**src/rtl/irq_pending_ctrl_pkg.sv**
```systemverilog
// Shared types and constants for the interrupt pending/hand-off stage.
// Line 7 has the highest priority, matching the downstream priority encoder.
package irq_pkg;

  localparam int N_REQ = 8;
  localparam int ID_W  = 3;

  localparam logic [N_REQ-1:0] EN_RESET_DEF = 8'hFF;

  typedef enum logic [1:0] {
    IDLE    = 2'd0,
    OFFER   = 2'd1,
    SERVICE = 2'd2
  } state_t;

  function automatic logic [N_REQ-1:0] id_onehot(input logic [ID_W-1:0] id);
    logic [N_REQ-1:0] oh;
    oh     = '0;
    oh[id] = 1'b1;
    return oh;
  endfunction

endpackage

```
**src/rtl/irq_pending_ctrl_if.sv**
```systemverilog
// Request, mask and consumer handshake bundle for irq_pending_ctrl.
// The slave modport is the controller; master is the requester/consumer side.
interface irq_pending_ctrl_if;
  import irq_pkg::*;

  logic [N_REQ-1:0] req_i;
  logic             en_we;
  logic [N_REQ-1:0] en_wdata;
  logic             irq_ack;
  logic             irq_eoi;
  logic [N_REQ-1:0] pend_o;
  logic [N_REQ-1:0] en_o;
  logic             irq_valid;
  logic [ID_W-1:0]  irq_id;
  logic             busy;
  logic             none_pend;

  modport slave (
    input  req_i, en_we, en_wdata, irq_ack, irq_eoi,
    output pend_o, en_o, irq_valid, irq_id, busy, none_pend
  );

  modport master (
    output req_i, en_we, en_wdata, irq_ack, irq_eoi,
    input  pend_o, en_o, irq_valid, irq_id, busy, none_pend
  );

endinterface

```
**src/rtl/irq_pending_ctrl_prio_sel.sv**
```systemverilog
// Combinational highest-set-bit selector; bit N-1 wins, same order as the encoder.
module irq_prio_sel
  import irq_pkg::*;
(
  input  logic [N_REQ-1:0] d,
  output logic [ID_W-1:0]  idx,
  output logic             any
);

  always_comb begin
    idx = '0;
    for (int i = 0; i < N_REQ; i++)
      if (d[i]) idx = i[ID_W-1:0];
  end

  assign any = |d;

endmodule

```
**src/rtl/irq_pending_ctrl.sv**
```systemverilog
// Sticky pending capture under an enable mask, then one-at-a-time hand-off
// of the highest-priority eligible line over valid/ack, held until eoi.
module irq_pending_ctrl
  import irq_pkg::*;
#(
  parameter bit               EDGE_MODE = 1'b1,
  parameter logic [N_REQ-1:0] EN_RESET  = EN_RESET_DEF
) (
  input  logic             clk,
  input  logic             rst,
  irq_pending_ctrl_if.slave bus
);

  state_t           state_q, state_d;
  logic [ID_W-1:0]  id_q, id_d;
  logic [N_REQ-1:0] req_q, pend_q, en_q;
  logic [N_REQ-1:0] rise, clr, elig;
  logic [ID_W-1:0]  win;
  logic             any;

  assign rise = EDGE_MODE ? (bus.req_i & ~req_q) : bus.req_i;
  assign elig = pend_q & en_q;

  irq_prio_sel u_sel (
    .d   (elig),
    .idx (win),
    .any (any)
  );

  // Per-line sticky bit; a rise in the ack cycle beats the clear so no event is lost.
  for (genvar n = 0; n < N_REQ; n++) begin : g_line
    always_ff @(posedge clk) begin
      if (rst) pend_q[n] <= 1'b0;
      else     pend_q[n] <= (pend_q[n] & ~clr[n]) | rise[n];
    end
  end

  always_ff @(posedge clk) begin
    if (rst) begin
      state_q <= IDLE;
      id_q    <= '0;
      req_q   <= '0;
      en_q    <= EN_RESET;
    end else begin
      state_q <= state_d;
      id_q    <= id_d;
      req_q   <= bus.req_i;
      if (bus.en_we) en_q <= bus.en_wdata;
    end
  end

  // No preemption or withdrawal: once offered, id is frozen until eoi.
  always_comb begin
    state_d = state_q;
    id_d    = id_q;
    clr     = '0;
    case (state_q)
      IDLE:
        if (any) begin
          id_d    = win;
          state_d = OFFER;
        end
      OFFER:
        if (bus.irq_ack) begin
          clr     = id_onehot(id_q);
          state_d = SERVICE;
        end
      SERVICE:
        if (bus.irq_eoi) state_d = IDLE;
      default:
        state_d = IDLE;
    endcase
  end

  assign bus.pend_o    = pend_q;
  assign bus.en_o      = en_q;
  assign bus.irq_valid = (state_q == OFFER);
  assign bus.busy      = (state_q == SERVICE);
  assign bus.irq_id    = id_q;
  assign bus.none_pend = ~|elig;

endmodule

```
**src/flat_wrapper.sv**
```systemverilog
// flat-port wrapper written by rule: the top's interface ports become plain ports
module irq_pending_ctrl_flat import irq_pkg::*;
#(
  parameter bit               EDGE_MODE = 1'b1,
  parameter logic [N_REQ-1:0] EN_RESET  = EN_RESET_DEF
)
  (clk, rst, bus_req_i, bus_en_we, bus_en_wdata, bus_irq_ack, bus_irq_eoi, bus_pend_o, bus_en_o, bus_irq_valid, bus_irq_id, bus_busy, bus_none_pend);
  irq_pending_ctrl_if bus_i ();
  input  logic clk;
  input  logic rst;
  input wire logic [$bits(bus_i.req_i)-1:0] bus_req_i;
  input wire logic [$bits(bus_i.en_we)-1:0] bus_en_we;
  input wire logic [$bits(bus_i.en_wdata)-1:0] bus_en_wdata;
  input wire logic [$bits(bus_i.irq_ack)-1:0] bus_irq_ack;
  input wire logic [$bits(bus_i.irq_eoi)-1:0] bus_irq_eoi;
  output wire logic [$bits(bus_i.pend_o)-1:0] bus_pend_o;
  output wire logic [$bits(bus_i.en_o)-1:0] bus_en_o;
  output wire logic [$bits(bus_i.irq_valid)-1:0] bus_irq_valid;
  output wire logic [$bits(bus_i.irq_id)-1:0] bus_irq_id;
  output wire logic [$bits(bus_i.busy)-1:0] bus_busy;
  output wire logic [$bits(bus_i.none_pend)-1:0] bus_none_pend;
  assign bus_i.req_i = bus_req_i;
  assign bus_i.en_we = bus_en_we;
  assign bus_i.en_wdata = bus_en_wdata;
  assign bus_i.irq_ack = bus_irq_ack;
  assign bus_i.irq_eoi = bus_irq_eoi;
  assign bus_pend_o = bus_i.pend_o;
  assign bus_en_o = bus_i.en_o;
  assign bus_irq_valid = bus_i.irq_valid;
  assign bus_irq_id = bus_i.irq_id;
  assign bus_busy = bus_i.busy;
  assign bus_none_pend = bus_i.none_pend;
  irq_pending_ctrl #(.EDGE_MODE(EDGE_MODE), .EN_RESET(EN_RESET)) u_core (.clk(clk), .rst(rst), .bus(bus_i));
endmodule
```
**config.mk**
```make
export PLATFORM = sky130hd
export DESIGN_NAME = irq_pending_ctrl_flat
export DESIGN_NICKNAME = d
export VERILOG_FILES = /design/src/rtl/irq_pending_ctrl_pkg.sv /design/src/rtl/irq_pending_ctrl_if.sv /design/src/rtl/irq_pending_ctrl_prio_sel.sv /design/src/rtl/irq_pending_ctrl.sv /design/src/flat_wrapper.sv
export SDC_FILE = /design/constraint.sdc
export NUM_CORES = 1
export LEC_CHECK = 0
export CAP_MARGIN = 20
export CORE_MARGIN = 1.5
export CORE_UTILIZATION = 47
export DETAILED_ROUTE_END_ITERATION = 10
export PLACE_DENSITY = 0.83
export SLEW_MARGIN = 20
export SYNTH_ARGS = -nofsm -noshare
export SYNTH_HDL_FRONTEND = slang
export SYNTH_SLANG_ARGS = --single-unit
```
**constraint.sdc**
```tcl
create_clock -name clk -period 3.5 [get_ports clk]
set_input_delay 1.05 -clock clk [delete_from_list [all_inputs] [get_ports clk]]
set_output_delay 1.05 -clock clk [all_outputs]
set_load 0.05 [all_outputs]
```
==> flow_metrics.env <==
export IMPL_p_per_area_nw_per_um2=483.9
export IMPL_layout_commonest_cell="clkdlybuf4s50_1"
export IMPL_rows=18
export IMPL_initial_utilization=0.4923
export IMPL_p_comb_frac=0.299
export IMPL_drt_vias_per_instance=5.440
export IMPL_grt_first_pass_wirelength_mm=4.126
export IMPL_yosys_area_top_type="dfxtp_1"
export IMPL_power_frac_seq=0.473
export IMPL_regToRegSetupSlack_ns=2.24
export IMPL_syn_inst=116
export IMPL_cts_buffers=5
export IMPL_synth_area_mux_share=0
export IMPL_dp_cells=185
export IMPL_setup_viol=0
export IMPL_synthDominantCellAreaShare=0.4848
export IMPL_synth_adder_area_share=0
export IMPL_numPortBuffers=42
export IMPL_switchingPower_uw=277.8
export IMPL_syn_nets=137
export IMPL_core_area_um2=2432
export IMPL_ant_nets=0
export IMPL_cts_tree="done"
export IMPL_power_leakage_nw=0.6519
export IMPL_yosys_area_share_simple=0.2111
export IMPL_vias=1050
export IMPL_critPathKind="flop to output port"
export IMPL_cts_clk_slew_worst_paths_ns=0.08
export IMPL_fin_crit_sh=0.8923
export IMPL_fin_ws_ns=0.3771
export IMPL_synthTopCellsByArea="dfxtp_1, nor2b_1, a211o_1"
export IMPL_drt_pass1_iterations=6
export IMPL_grt_max_degree=23
export IMPL_grt_ovfl_total=0
export IMPL_period_needed_ns=3.123
export IMPL_clock_latency_ns=0.32
export IMPL_sw_frac_of_total=0.3388
export IMPL_grt_pass1_vias=963
export IMPL_drt_wirelength_per_cell_um=14.05
export IMPL_die_area_um2=2860
export IMPL_netlist_area_um2=1197
export IMPL_ios=43
export IMPL_postCtsSetupBuffers=0
export IMPL_final_instance_count_excl_fill=193
export IMPL_synth_compound_area_frac=0.2832
export IMPL_hold_violations=0
export IMPL_cts_max_level=2
export IMPL_maxSlewHeadroom=0.4622
export IMPL_fin_setup_tns_ns=0
export IMPL_cp_arrival_ns=2.07
export IMPL_maxSlewViolCount=0
export IMPL_post_route_drc_count=0
export IMPL_intPower_uw=542.0
export IMPL_cp_data_required_time_ns=2.45
export IMPL_root_buffer="clkbuf_4"
export IMPL_synth_area_per_cell_um2=10.32
export IMPL_dp_hpwl_mm=1.934
export IMPL_fillerInstances=208
export IMPL_fp_dieW_um=53.48
export IMPL_die_h_um=53.48
export IMPL_syn2layout_area_growth_pct=41.48
export IMPL_gr_usage_all_layers=0.2069
export IMPL_synth_xor_area_frac=0
export IMPL_critical_path_max_fanout=4
export IMPL_gp_congestion=0.7732
export IMPL_rsz0062_at_grt="no"
export IMPL_clkPwrFrac=0.229
export IMPL_ctsHoldBuffers=0
export IMPL_cts_resized_gates=0
export IMPL_ir_drop_uv=326.6
export IMPL_end_kind="output port"
export IMPL_ys_ff_latch=29
export IMPL_layout_drive_gt1_share=0.1166
export IMPL_layout_common_cells="clkdlybuf4s50_1, dfxtp_1, nor2b_1"
export IMPL_worst_pin_slew_ns=0.8041
export IMPL_cap_violations=0
export IMPL_drt_iter0_markers=11
export IMPL_ys_seq_area_frac=0.4848
export IMPL_startpoint_type="flop"
export IMPL_hold_class="flop to flop"
export IMPL_wl_mm=2.712
export IMPL_timing_fmax_ghz=0.3202
export IMPL_fin_area_um2=1694
export IMPL_clock_skew_ns=0.006335
export IMPL_final_nets=183
export IMPL_synth_top_family_by_area="compound AO/OA/AOI/OAI gates"
export IMPL_antenna_cells=0
export IMPL_yosys_warnings=0
export IMPL_pre_cts_slack_ns=0.7417
export IMPL_place_area_um2=1645
export IMPL_clock_sinks=29
export IMPL_synth_cell_types=30
export IMPL_antenna_found_initial=0
export IMPL_status="finished clean"
export IMPL_cts_path_max_buffers=2
[power by group through the flow]
stage / Combinational, mW / Clock [mW] / Sequential (mW)
floorplan: 0.0949 / 0 / 0.455
global placement: 0.240 / 0 / 0.392
detailed placement: 0.244 / 0 / 0.394
CTS: 0.246 / 0.190 / 0.387
global route: 0.258 / 0.207 / 0.391
finish: 0.245 / 0.188 / 0.387
[cell families (layout without fill, tap and decap cells)]
| group | Yosys count | in the layout |
|---|---|---|
| compound gates | 41 | 41 |
| buf+inv | 6 | 53 |
| flops | 29 | 29 |
| simple gates | 40 | 40 |
[synth_stat cells]
master    count
a211oi_1      1
o21ai_1       1
buf_2         2
nor2_2        1
a22oi_4       2
a21oi_1      11
and2b_2       2
o31ai_1       2
nor3b_1       1
nand2b_1     10
a32o_1        2
a41oi_4       1
and4_4        1
a211o_1       8
nand2_1       4
clkbuf_1      2
a22oi_2       2
nand3_1       1
inv_1         2
dfxtp_1      29
a211o_2       1
nor2_1        1
a22oi_1       1
or2_4         1
o21ai_0       6
a21o_2        2
a31oi_1       1
or2b_1        1
nor2b_1      16
nand3b_1      1
[stage by stage]
stage	hold WS, ns	utilization	power, mW
global placement	0.4686	0.6764	0.6329
detailed placement	0.4785	0.6764	0.6382
floorplan	0.4505	-	0.5504
finish	0.4916	0.6965	0.8197
global route	0.5196	0.6965	0.8570
CTS	0.4905	0.6965	0.8235
[area by class of cell]
class / instances / area, um2 / area share
clock buffers: 8 / 48.80 / 0.02880
inverters: 2 / 7.507 / 0.004431
multi-input cells: 81 / 591.8 / 0.3493
flip-flops and latches: 29 / 580.6 / 0.3427
well taps: 30 / 37.54 / 0.02216
repair buffers: 43 / 427.9 / 0.2526
[path summary, 6_finish.rpt]
path / cells past startpoint / endpoint / start
max: 3 / bus_none_pend / u_core.bus.pend_o[2]
min reg2reg: 2 / u_core.bus.pend_o[3] / u_core.req_q[3]
min: 2 / u_core.bus.pend_o[3] / u_core.req_q[3]
max reg2reg: 4 / u_core.bus.irq_id[2] / u_core.bus.pend_o[2]
[state kept, by name, indices dropped and copies added (netlist names)]
name and cells:
u_core.bus.en_o 8, u_core.bus.pend_o 8, u_core.req_q 8, u_core.bus.irq_id 3, u_core.state_q 2
[metal layers]
layer / up-vias / wire [um] / GRT usage
li1: 511 / - / -
met1: 493 / 1178 / 0.2344
met2: 42 / 1300 / 0.3374
met3: 4 / 217 / 0.08192
met4: 0 / 15 / 0.09402
met5: - / 0 / 0
[worst max-delay path: stages, from the launching register on]
cell and delay [ns]:
dfxtp_1 0.35, a22oi_2 0.31, and4_4 0.29, clkdlybuf4s50_1 0.80
Note: power is estimated with default switching activity, not from simulation.
